File: src/rtl/eq_band_mixer.sv
// Equalizer band mixer: weights the band filter outputs by per-band Q2.14 gains with one shared MAC,
// then rounds and reduces the sum to one output sample. Optional clamp: EQ_MIX_SATURATE_EN.
module eq_band_mixer #(
  parameter int unsigned NUM_BANDS = 8,
  parameter int unsigned DATA_W    = 16,
  parameter int unsigned GAIN_W    = 16,
  parameter int unsigned FRAC_BITS = 14
) (
  input  logic                          clk,
  input  logic                          rst,
  input  logic                          clk_enable,
  input  logic                          sample_valid,
  input  logic [NUM_BANDS*DATA_W-1:0]   band_in,
  input  logic                          gain_wr_en,
  input  logic [2:0]                    gain_addr,
  input  logic [GAIN_W-1:0]             gain_data,
  output logic [DATA_W-1:0]             mix_out,
  output logic                          mix_valid,
  output logic                          busy,
  output logic                          overrun,
  output logic                          clip,
  input  logic                          flag_clr
);

  localparam int unsigned K_W    = (NUM_BANDS > 1) ? $clog2(NUM_BANDS) : 1;
  localparam int unsigned PROD_W = DATA_W + GAIN_W;
  localparam int unsigned ACC_W  = PROD_W + 3;

  localparam logic [K_W-1:0]          K_LAST = K_W'(NUM_BANDS - 1);
  localparam logic [GAIN_W-1:0]       G_UNIT = GAIN_W'(1 << FRAC_BITS);
  localparam logic signed [ACC_W-1:0] RND    = ACC_W'(1 << (FRAC_BITS - 1));
  localparam logic signed [ACC_W-1:0] MAX_V  = ACC_W'((1 << (DATA_W - 1)) - 1);
  localparam logic signed [ACC_W-1:0] MIN_V  = ~MAX_V;

  typedef enum logic [1:0] {S_IDLE, S_MAC, S_OUT} state_t;

  state_t                     r_state, w_state_nxt;
  logic signed [DATA_W-1:0]   r_band   [NUM_BANDS];
  logic signed [GAIN_W-1:0]   r_gain   [NUM_BANDS];
  logic signed [GAIN_W-1:0]   r_gain_w [NUM_BANDS];
  logic [K_W-1:0]             r_k;
  logic signed [ACC_W-1:0]    r_acc;
  logic [DATA_W-1:0]          r_mix_out;
  logic                       r_mix_valid, r_busy, r_overrun, r_clip;

  logic                       w_capture, w_mac, w_out, w_drop;
  logic signed [PROD_W-1:0]   w_prod;
  logic signed [ACC_W-1:0]    w_rnd, w_shift;
  logic [DATA_W-1:0]          w_mix;
  logic                       w_sat;

  always_ff @(posedge clk) begin
    if (rst) r_state <= S_IDLE;
    else     r_state <= w_state_nxt;
  end

  always_comb begin
    w_state_nxt = r_state;
    if (clk_enable) begin
      case (r_state)
        S_IDLE:  if (sample_valid) w_state_nxt = S_MAC;
        S_MAC:   if (r_k == K_LAST) w_state_nxt = S_OUT;
        S_OUT:   w_state_nxt = S_IDLE;
        default: w_state_nxt = S_IDLE;
      endcase
    end
  end

  // Datapath strobes; a strobe arriving while not idle is a drop.
  always_comb begin
    w_capture = 1'b0;
    w_mac     = 1'b0;
    w_out     = 1'b0;
    w_drop    = 1'b0;
    if (clk_enable) begin
      case (r_state)
        S_IDLE:  w_capture = sample_valid;
        S_MAC:   begin w_mac = 1'b1; w_drop = sample_valid; end
        S_OUT:   begin w_out = 1'b1; w_drop = sample_valid; end
        default: ;
      endcase
    end
  end

  // Gain bank is written regardless of clk_enable.
  always_ff @(posedge clk) begin
    if (rst) begin
      for (int i = 0; i < int'(NUM_BANDS); i++) r_gain[i] <= G_UNIT;
    end else if (gain_wr_en && (32'(gain_addr) < NUM_BANDS)) begin
      r_gain[gain_addr] <= gain_data;
    end
  end

  always_ff @(posedge clk) begin
    if (w_capture) begin
      for (int i = 0; i < int'(NUM_BANDS); i++) begin
        r_band[i]   <= band_in[i*DATA_W +: DATA_W];
        r_gain_w[i] <= r_gain[i];
      end
    end
  end

  assign w_prod  = r_band[r_k] * r_gain_w[r_k];
  assign w_rnd   = r_acc + RND;
  assign w_shift = w_rnd >>> FRAC_BITS;

`ifdef EQ_MIX_SATURATE_EN
  always_comb begin
    w_sat = 1'b0;
    w_mix = w_shift[DATA_W-1:0];
    if (w_shift > MAX_V) begin
      w_sat = 1'b1;
      w_mix = DATA_W'(MAX_V);
    end else if (w_shift < MIN_V) begin
      w_sat = 1'b1;
      w_mix = DATA_W'(MIN_V);
    end
  end
`else
  logic w_unused;
  assign w_unused = ^{w_shift[ACC_W-1:DATA_W], MAX_V, MIN_V};
  assign w_sat    = 1'b0;
  assign w_mix    = w_shift[DATA_W-1:0];
`endif

  always_ff @(posedge clk) begin
    if (rst) begin
      r_acc       <= '0;
      r_k         <= '0;
      r_mix_out   <= '0;
      r_mix_valid <= 1'b0;
      r_busy      <= 1'b0;
      r_overrun   <= 1'b0;
      r_clip      <= 1'b0;
    end else begin
      r_mix_valid <= w_out;
      if (w_capture) begin
        r_acc  <= '0;
        r_k    <= '0;
        r_busy <= 1'b1;
      end
      if (w_mac) begin
        r_acc <= r_acc + ACC_W'(w_prod);
        if (r_k != K_LAST) r_k <= r_k + K_W'(1);
      end
      if (w_out) begin
        r_mix_out <= w_mix;
        r_busy    <= 1'b0;
      end
      // Set events take priority over flag_clr.
      if (w_drop)              r_overrun <= 1'b1;
      else if (flag_clr)       r_overrun <= 1'b0;
      if (w_out && w_sat)      r_clip    <= 1'b1;
      else if (flag_clr)       r_clip    <= 1'b0;
    end
  end

  assign mix_out   = r_mix_out;
  assign mix_valid = r_mix_valid;
  assign busy      = r_busy;
  assign overrun   = r_overrun;
  assign clip      = r_clip;

endmodule

File: config.mk
export PLATFORM = sky130hd
export DESIGN_NAME = eq_band_mixer
export DESIGN_NICKNAME = d
export VERILOG_FILES = /design/src/rtl/eq_band_mixer.sv
export SDC_FILE = /design/constraint.sdc
export NUM_CORES = 1
export LEC_CHECK = 0
export ABC_AREA = 1
export CORE_UTILIZATION = 35
export CTS_BUF_LIST = sky130_fd_sc_hd__clkbuf_8
export DETAILED_ROUTE_END_ITERATION = 7
export REMOVE_ABC_BUFFERS = 1
export SYNTH_ARGS = -nofsm -noshare
export SYNTH_HDL_FRONTEND = slang
export SYNTH_SLANG_ARGS = --single-unit
File: constraint.sdc
create_clock -name clk -period 21.1 [get_ports clk]
set_clock_uncertainty 0.05 [all_clocks]
set_input_delay 6.33 -clock clk [delete_from_list [all_inputs] [get_ports clk]]
set_output_delay 6.33 -clock clk [all_outputs]
set_load 0.01 [all_outputs]
==> impl_metrics.yaml <==
status:
  outcome: "complete, no violations"
critical_path:
  cp_data_required_time_ns: 21.59
  timing_worst_setup_path_type: "flip-flop to flip-flop"
  worstSetupEndpointType: "flip-flop"
  cp_data_arrival_time_ns: 9.11
  critPathMaxFanout: 81
  startpoint_type: "flip-flop"
clock_network:
  cts_tree: "done"
  cts_repair_resize_count: 0
  clock_tree_root_driver_cell: "clkbuf_8"
  worstSkewPairLatency_ns: 0.68
  cts.sink_count: 438
  clk_path_buf_depth: 3
  ctsHoldBuffers: 0
  clk_pin_slew_worst_paths_ns: 0.06
  htree_levels: 3
  cts_buffers: 76
  post_cts.repair.setup_buffers: 0
run:
  drv_cap: 0
drt:
  detail_route.vias_per_cell: 4.75
  drcViolationCount: 0
  wl_per_cell_um: 18.1
  detailroute.via_count: 18705
  ant_nets: 0
  wl_um: 71400
  detail_route.first_pass.iterations: 6
  dr.first_iter.drc_count: 1498
final_layout:
  drive_gt1_share_pct: 6.36
  num-nets-final: 3373
  area.growth.synth_to_final_pct: 14.8
  postLayoutCoreUtil_pct: 40.6
global_routing:
  global_route.usage.total_pct: 18.5
  grt_remaining_overflow: 0
  grt_antenna_before_repair: 3
  grt_start_max_net_pins: 175
  grt_pass1_wl_um: 110000
  via_count_of_the_first_global_routing_pass: 19243
sta:
  final_count_of_hold_timing_violations: 0
  fin_hold_ws_ns: 0.357
  timing_worst_slew_pin_value_ns: 1.12
  slew_viol_final: 0
  finalCritPeriodShare_pct: 40.9
  max_freq_mhz: 116
  timing.final.crit_period_ns: 8.62
  finalSetupViolations: 0
  setup_repair_after_global_routing_missed_its_margin: "no"
  slew_headroom_pct: 25.1
  setup-tns-final_ns: 0
die:
  rows: 102
  starting_utilization_of_the_core_area_pct: 35.4
  die_area_sq_mm: 0.0796
  die_w_um: 282
  floorplan.io_pins: 173
  total_core_area_sq_mm: 0.0776
  chipHeight_um: 282
logic_synthesis:
  yosys.cell_types.count: 48
  ys_ff_latch: 438
  post_synth_main_area_contributors: "edfxtp_1, fa_1, inv_1"
  synth.yosys.warnings: 0
  ys_dominant_reg_cell: "edfxtp_1"
  synth_seq_area_share_pct: 45.9
  synthesis.instances: 2673
  edff_count_synth: 384
  synth.cell_area_sq_mm: 0.0275
  synth.largest_area_cell: "edfxtp_1"
  synthesized_area_divided_by_synthesized_cell_count_sq_um: 10.3
  synth_async_sr_flop_share_pct: 0
  synth_top_area_share_pct: 42.0
placement:
  port_buffers: 171
  gp_congestion: 0.900
  hpwlAfterDp_um: 53200
min_path:
  holdCritPathClass: "flip-flop to flip-flop"
## kinds of logic after synthesis
| kind of cell | Yosys count | synth area share (%) |
|---|---|---|
| other | 1 | 0.0137 |
| flip-flops | 438 | 45.9 |
| adder cells (fa/ha/maj) | 376 | 24.7 |
| buffers and inverters | 593 | 8.56 |
| AND/OR/NAND/NOR | 924 | 13.5 |
| AO/OA/AOI/OAI | 327 | 6.87 |
| XOR/XNOR | 14 | 0.447 |
## cells in the final DEF, fill, tap and decap left out, drive strengths merged, types with 2 or more instances in the layout
cell           instances
nand4                  7
nor2                 404
inv                  529
diode                  3
a21oi                 90
clkinvlp               3
or2                   10
bufinv                 2
nand3b                 2
a21boi                 3
o21bai                 2
clkdlybuf4s50        171
nand2                415
edfxtp               384
nor3                   7
ha                   100
a31oi                  2
o21ai                170
fa                   276
dfxtp                 54
clkinv                13
clkbuf                78
nand3                 78
a32o                   2
o31ai                  3
xor2                   9
buf                   15
o22ai                 52
xnor2                  5
## path summary, 6_finish.rpt
check | startpoint | to | slack, ns | cells past startpoint
worst min-delay path | r_gain[4][12] | r_gain_w[4][12] | 0.36 | 0
worst min register to register | r_gain[4][12] | r_gain_w[4][12] | 0.36 | 0
worst max-delay path | r_k[0] | r_acc[25] | 12.48 | 26
worst max register to register | r_k[0] | r_acc[25] | 12.48 | 26
## final cells by class
class	instances	area [sq um]
clock buffer	78	1070
timing repair buffer	186	1840
multi-input combinational	1642	12500
inverter	500	1890
antenna	3	7.51
tap	1040	1300
sequential	438	12600
fill	7655	46100
clock inverter	47	297
## critical path: stages, from the launching register on
cell	delay [ns]
dfxtp_4	0.49
inv_4	0.70
buf_4	0.60
o21ai_0	0.14
o22ai_1	0.13
inv_1	0.05
o21ai_1	0.80
nand2_1	0.15
fa_1	0.62
inv_1	0.14
fa_1	0.90
fa_1	0.53
fa_1	0.50
fa_1	0.49
inv_1	0.05
fa_1	0.49
inv_1	0.05
ha_1	0.34
a21oi_1	0.23
o21ai_0	0.15
a21oi_1	0.14
nand3_1	0.13
nand3_1	0.09
nand3_1	0.08
or2_2	0.27
nand3_1	0.07
a21oi_1	0.07
## metrics by stage
step	std cells	setup slack, ns	cell area (sq um)
floorplan	2580	9.02	27000
global placement	3806	11.88	30100
detailed placement	3806	11.83	30100
CTS	3931	12.51	31500
global route	3934	11.81	31500
finish	3934	12.48	31500
## state kept, by name (all words and copies together), names as in the netlist
signal,cells
busy,1
mix_out,16
mix_valid,1
overrun,1
r_acc,30
r_band,128
r_gain,128
r_gain_w,128
r_k,3
r_state,2
## cells in the mapped netlist (2+ instances only)
cell type and instances:
inv_1 469, nand2_1 410, nor2_1 399, edfxtp_1 384
fa_1 276, o21ai_0 114, ha_1 100, a21oi_1 89
nand3_1 73, dfxtp_1 54, o22ai_1 52, clkbuf_1 39
o21ai_1 39, buf_2 34, inv_2 30, buf_4 13
o21ai_4 10, xor2_1 9, nand4_1 7, o21ai_2 7
or2_2 7, nand3_2 5, nor3_1 5, xnor2_1 5
buf_1 3, buf_6 3, nand2_2 3, nor2_2 3
o31ai_1 3, a21boi_0 2, a31oi_1 2, a32o_1 2
nand2_4 2, nand3b_1 2, nor2_4 2, nor3_2 2
o21bai_1 2, or2_0 2
## metal layers
layer | GRT usage (%) | share of wire (%) | wire length, um | up-vias
met5 | 0 | 0 | 0 | -
met4 | 6.94 | 3.4 | 2460 | 0
met3 | 3.14 | 5.4 | 3830 | 125
met2 | 32.7 | 51 | 36600 | 517
met1 | 22.6 | 40 | 28400 | 9231
li1 | - | - | - | 8832
Power is left out: the tool's default activity adds up to more than one toggle a clock period on the data nets, which glitch-free logic cannot reach.
